--- config.mk ---
export PLATFORM = sky130hd
export DESIGN_NAME = hack_alu_pipe
export DESIGN_NICKNAME = d
export VERILOG_FILES = /design/src/rtl/hack_alu_pipe.sv
export SDC_FILE = /design/constraint.sdc
export NUM_CORES = 1
export LEC_CHECK = 0
export CORE_UTILIZATION = 40
export CTS_CLUSTER_SIZE = 8
export DETAILED_ROUTE_END_ITERATION = 7
export GPL_TIMING_DRIVEN = 0
export SKIP_CTS_REPAIR_TIMING = 1
export SYNTH_ARGS = -nofsm -noshare
export SYNTH_HDL_FRONTEND = slang
export SYNTH_SLANG_ARGS = --single-unit
--- constraint.sdc ---
create_clock -name clk -period 3.5 [get_ports clk]
set_input_delay 0.7 -clock clk [delete_from_list [all_inputs] [get_ports clk]]
set_output_delay 0.7 -clock clk [all_outputs]
set_load 0.01 [all_outputs]
--- src/rtl/hack_alu_pipe.sv ---
// Two-stage valid/ready Hack ALU: stage 1 applies zx/nx/zy/ny presets, stage 2 the f/no function.
// Define HACK_ALU_OVF_EN to add the registered signed-add overflow flag (port ov).

module hack_not16 #(
    parameter int unsigned WIDTH = 16
) (
    input  logic [WIDTH-1:0] a,
    output logic [WIDTH-1:0] y
);
    assign y = ~a;
endmodule

module hack_alu_pipe #(
    parameter int unsigned WIDTH = 16
) (
    input  logic             clk,
    input  logic             rst_n,
    input  logic             in_valid,
    output logic             in_ready,
    input  logic [WIDTH-1:0] x,
    input  logic [WIDTH-1:0] y,
    input  logic [5:0]       ctrl,
    output logic             out_valid,
    input  logic             out_ready,
    output logic [WIDTH-1:0] out,
    output logic             zr,
    output logic             ng
`ifdef HACK_ALU_OVF_EN
    ,
    output logic             ov
`endif
);

    logic             zx, nx, zy, ny, f_in, no_in;
    logic             s2_take, s1_adv, accept;

    logic             s1_valid_q, s2_valid_q;
    logic [WIDTH-1:0] xp_q, yp_q;
    logic             f_q, no_q;
    logic [WIDTH-1:0] out_q;
    logic             zr_q, ng_q;

    logic [WIDTH-1:0] x_z, x_inv, xp_d;
    logic [WIDTH-1:0] y_z, y_inv, yp_d;
    logic [WIDTH-1:0] sum, r, r_inv, out_d;
    logic             zr_d, ng_d;

    assign {zx, nx, zy, ny, f_in, no_in} = ctrl;

    // in_ready looks only at pipe state and out_ready, never at in_valid.
    assign s2_take  = !s2_valid_q || out_ready;
    assign s1_adv   = s1_valid_q && s2_take;
    assign in_ready = !s1_valid_q || s2_take;
    assign accept   = in_valid && in_ready;

    hack_not16 #(.WIDTH(WIDTH)) u_not_x (.a(x_z), .y(x_inv));
    hack_not16 #(.WIDTH(WIDTH)) u_not_y (.a(y_z), .y(y_inv));
    hack_not16 #(.WIDTH(WIDTH)) u_not_r (.a(r),   .y(r_inv));

    always_comb begin
        x_z  = zx ? '0 : x;
        xp_d = nx ? x_inv : x_z;
        y_z  = zy ? '0 : y;
        yp_d = ny ? y_inv : y_z;
    end

    always_comb begin
        sum   = xp_q + yp_q;
        r     = f_q ? sum : (xp_q & yp_q);
        out_d = no_q ? r_inv : r;
        zr_d  = (out_d == '0);
        ng_d  = out_d[WIDTH-1];
    end

    always_ff @(posedge clk or negedge rst_n) begin
        if (!rst_n) begin
            s1_valid_q <= 1'b0;
            xp_q       <= '0;
            yp_q       <= '0;
            f_q        <= 1'b0;
            no_q       <= 1'b0;
        end else begin
            s1_valid_q <= accept || (s1_valid_q && !s2_take);
            if (accept) begin
                xp_q <= xp_d;
                yp_q <= yp_d;
                f_q  <= f_in;
                no_q <= no_in;
            end
        end
    end

    always_ff @(posedge clk or negedge rst_n) begin
        if (!rst_n) begin
            s2_valid_q <= 1'b0;
            out_q      <= '0;
            zr_q       <= 1'b0;
            ng_q       <= 1'b0;
        end else begin
            s2_valid_q <= s1_adv || (s2_valid_q && !out_ready);
            if (s1_adv) begin
                out_q <= out_d;
                zr_q  <= zr_d;
                ng_q  <= ng_d;
            end
        end
    end

`ifdef HACK_ALU_OVF_EN
    logic ov_d, ov_q;

    // Judged on the raw sum, before any no inversion.
    assign ov_d = f_q && (xp_q[WIDTH-1] == yp_q[WIDTH-1]) && (sum[WIDTH-1] != xp_q[WIDTH-1]);

    always_ff @(posedge clk or negedge rst_n) begin
        if (!rst_n) begin
            ov_q <= 1'b0;
        end else if (s1_adv) begin
            ov_q <= ov_d;
        end
    end

    assign ov = ov_q;
`endif

    assign out_valid = s2_valid_q;
    assign out       = out_q;
    assign zr        = zr_q;
    assign ng        = ng_q;

endmodule
==> impl_metrics.py <==
metrics = {
    "status": {
        "status": "finished, violations left",
        "violations": "DRC",
    },
    "yosys": {
        "ys_warn_count": 0,
        "synth_nets": 472,
        "synthArstFlopShare": 1.00,
        "syn_area_per_cell_um2": 8.98,
        "ys.flop_type": "dfrtp_1",
        "synth_cell_types": 59,
        "ys_ff_latch": 53,
        "seq_area_frac_synth": 0.358,
        "syn_inst": 413,
        "synth-edff-count": 0,
        "syn-cell-area_mm2": 0.00371,
    },
    "power_and_ir_drop": {
        "clockPowerShare": 0.149,
        "comb_power_share": 0.506,
        "p_seq_frac": 0.345,
        "vdd_drop_max_v": 0.000225,
        "p_per_area_mw_per_mm2": 537,
        "p_total_w": 0.00244,
        "power.switching_w": 0.000922,
        "swShare": 0.378,
        "power_leakage_nw": 1.85,
        "p_int_w": 0.00152,
    },
    "critical_path": {
        "rr_endpoint": "zr",
        "path_max_fanout": 5,
        "startpoint": "xp_q[0]",
        "cp-endpoint": "zr",
        "rrSetupSlack_ps": 210,
        "worstReg2RegStart": "xp_q[0]",
        "reg2reg_depth": 10,
        "worstPathArrival_ps": 3550,
        "required_ps": 3750,
        "end_kind": "flip-flop",
        "critPathKind": "flip-flop to flip-flop",
        "worstSetupStartpointType": "flip-flop",
    },
    "placed_design": {
        "dpl.hpwl_um": 6610,
        "gp_congestion": 0.818,
        "dpl_worst_slack_ps": 165,
        "io_buffers": 59,
    },
    "sta": {
        "drv_slew": 0,
        "finalSetupViolCount": 0,
        "setup_tns_ps": 0,
        "min_period_ps": 3290,
        "hold_viol": 0,
        "fin_crit_sh": 0.941,
        "rsz0062_at_grt": "no",
        "skew_ps": 3.04,
        "relSlewSlack": 0.566,
        "worst_pin_slew_ps": 651,
        "final.setup.worst_slack_ps": 207,
        "fmax_ghz": 0.304,
    },
    "grt": {
        "grt.overflow.total": 0,
        "grt_max_degree": 30,
        "track_usage": 0.180,
        "grt_pass1_wl_um": 13900,
        "antenna_found_initial": 0,
        "grt_pass1_vias": 2915,
    },
    "detailed_routing": {
        "antenna_left": 0,
        "drc": 3,
        "totalWireLength_um": 8170,
        "drt_iter0_drc": 166,
        "post_drt_wl_per_cell_um": 13.9,
        "firstDrtPassIters": 8,
        "num_vias": 2989,
        "vias_per_cell": 5.07,
    },
    "cts": {
        "path_clk_slew_ps": 100,
        "max-clock-path-buffers": 2,
        "clock_latency_ps": 310,
        "htreeDepth": 2,
        "clkSinkCount": 53,
        "clockRootBuffer": "clkbuf_8",
        "cts_tree": "done",
        "cts_buffers": 5,
    },
    "finish": {
        "num_antenna_cells": 0,
        "final_cell_mix": "58 x clkdlybuf4s50_1, 53 x nand2_1, 53 x dfrtp_1",
        "drive_gt1_frac": 0.0561,
        "area_delta_synth_final_pct": 22.5,
        "nNetsFinal": 539,
        "layout_commonest_cell": "clkdlybuf4s50_1",
    },
    "floorplanning": {
        "core_area_mm2": 0.00885,
        "dieArea_mm2": 0.00966,
        "num_rows": 34,
        "die_x_um": 98.3,
        "initial_utilization": 0.419,
        "io_pins": 62,
        "die_y_um": 98.3,
    },
    "job": {
        "cap_violations": 0,
    },
    "worst_hold_path": {
        "hold_path_class": "primary input to asynchronous set/reset pin",
    },
}
cells by family after synthesis:
logic type,share of synthesized area
adder cells (fa/ha/maj),0.0594
multiplexers,0.0391
flip-flops,0.358
buffers and inverters,0.0371
XOR/XNOR,0.125
AO/OA/AOI/OAI,0.189
AND/OR/NAND/NOR,0.193
per-layer routing:
metal,GRT usage,part of all wire
met4,0.0344,0.0084
met2,0.314,0.47
met5,0,0
met1,0.236,0.48
met3,0.0315,0.044
critical path, stage by stage (launching register included):
cell and delay [ps]:
dfrtp_1 420, ha_1 270, fa_2 380, a21o_1 220, a221oi_2 270, xnor2_1 100
mux2_4 280, or4_1 500, o22a_1 220, a2111oi_2 350, a41o_1 220
sequential cells by signal, summed over array words and instances (netlist names):
register and flops:
zr 1, no_q 1, f_q 1, xp_q 16
yp_q 16, out 16, out_valid 1, s1_valid_q 1
power by group through the flow:
stage	combinational [W]	clock [W]	sequential, W
3_3_place_gp	0.00121	0	0.000853
5_1_grt	0.00137	0.000398	0.000864
6_report	0.00123	0.000363	0.000842
4_1_cts	0.00124	0.000372	0.000846
2_1_floorplan	0.000791	0	0.000880
3_5_place_dp	0.00123	0	0.000859
worst min path at each step:
stage                        from        end  slack [ps]
after floorplan             rst_n        f_q         400
after global placement    out[12]    out[12]         460
after detailed placement   out[6]     out[6]         470
after CTS                   rst_n  out_valid         390
after global routing        rst_n  out_valid         420
final                       rst_n  out_valid         380
cell usage after synthesis, types with 4 or more instances:
cell      count  area [µm²]
a211o_1       5        43.8
a211oi_1      5        37.5
a21o_1        5        37.5
a21oi_1       8        40.0
and3_1        4        25.0
buf_1         4        15.0
clkbuf_1     19        71.3
dfrtp_1      53        1330
ha_1         16         200
mux2_1        4        45.0
mux2_2        4        45.0
mux2i_1       4        40.0
nand2_1      53         199
nand2b_1      6        37.5
nand3_1       6        30.0
nand3b_1      4        30.0
nor2_1       12        45.0
nor2b_1      33         206
nor3_1        8        40.0
o21a_1        5        37.5
o21ai_0      46         230
o21ai_1       5        25.0
xnor2_1      46         403
xor2_1        7        61.3
cell type report:
type | instances | area, µm²
fillers | 887 | 4310
multi-input cells | 329 | 2250
flip-flops and latches | 53 | 1330
repair buffers | 60 | 606
well taps | 108 | 135
plain buffers | 28 | 126
clock buffers | 5 | 68.8
clock inverters | 3 | 21.3
inverters | 3 | 11.3
metrics by stage:
step / std cells / utilization / area (µm²) / hold WS, ps
6_report: 589 / 0.513 / 4540 / 378
3_3_place_gp: 580 / 0.501 / 4430 / 463
2_1_floorplan: 413 / - / 3710 / 404
4_1_cts: 589 / 0.513 / 4540 / 391
3_5_place_dp: 581 / 0.503 / 4450 / 469
5_1_grt: 589 / 0.513 / 4540 / 421
(Power assumes the default switching activity.)
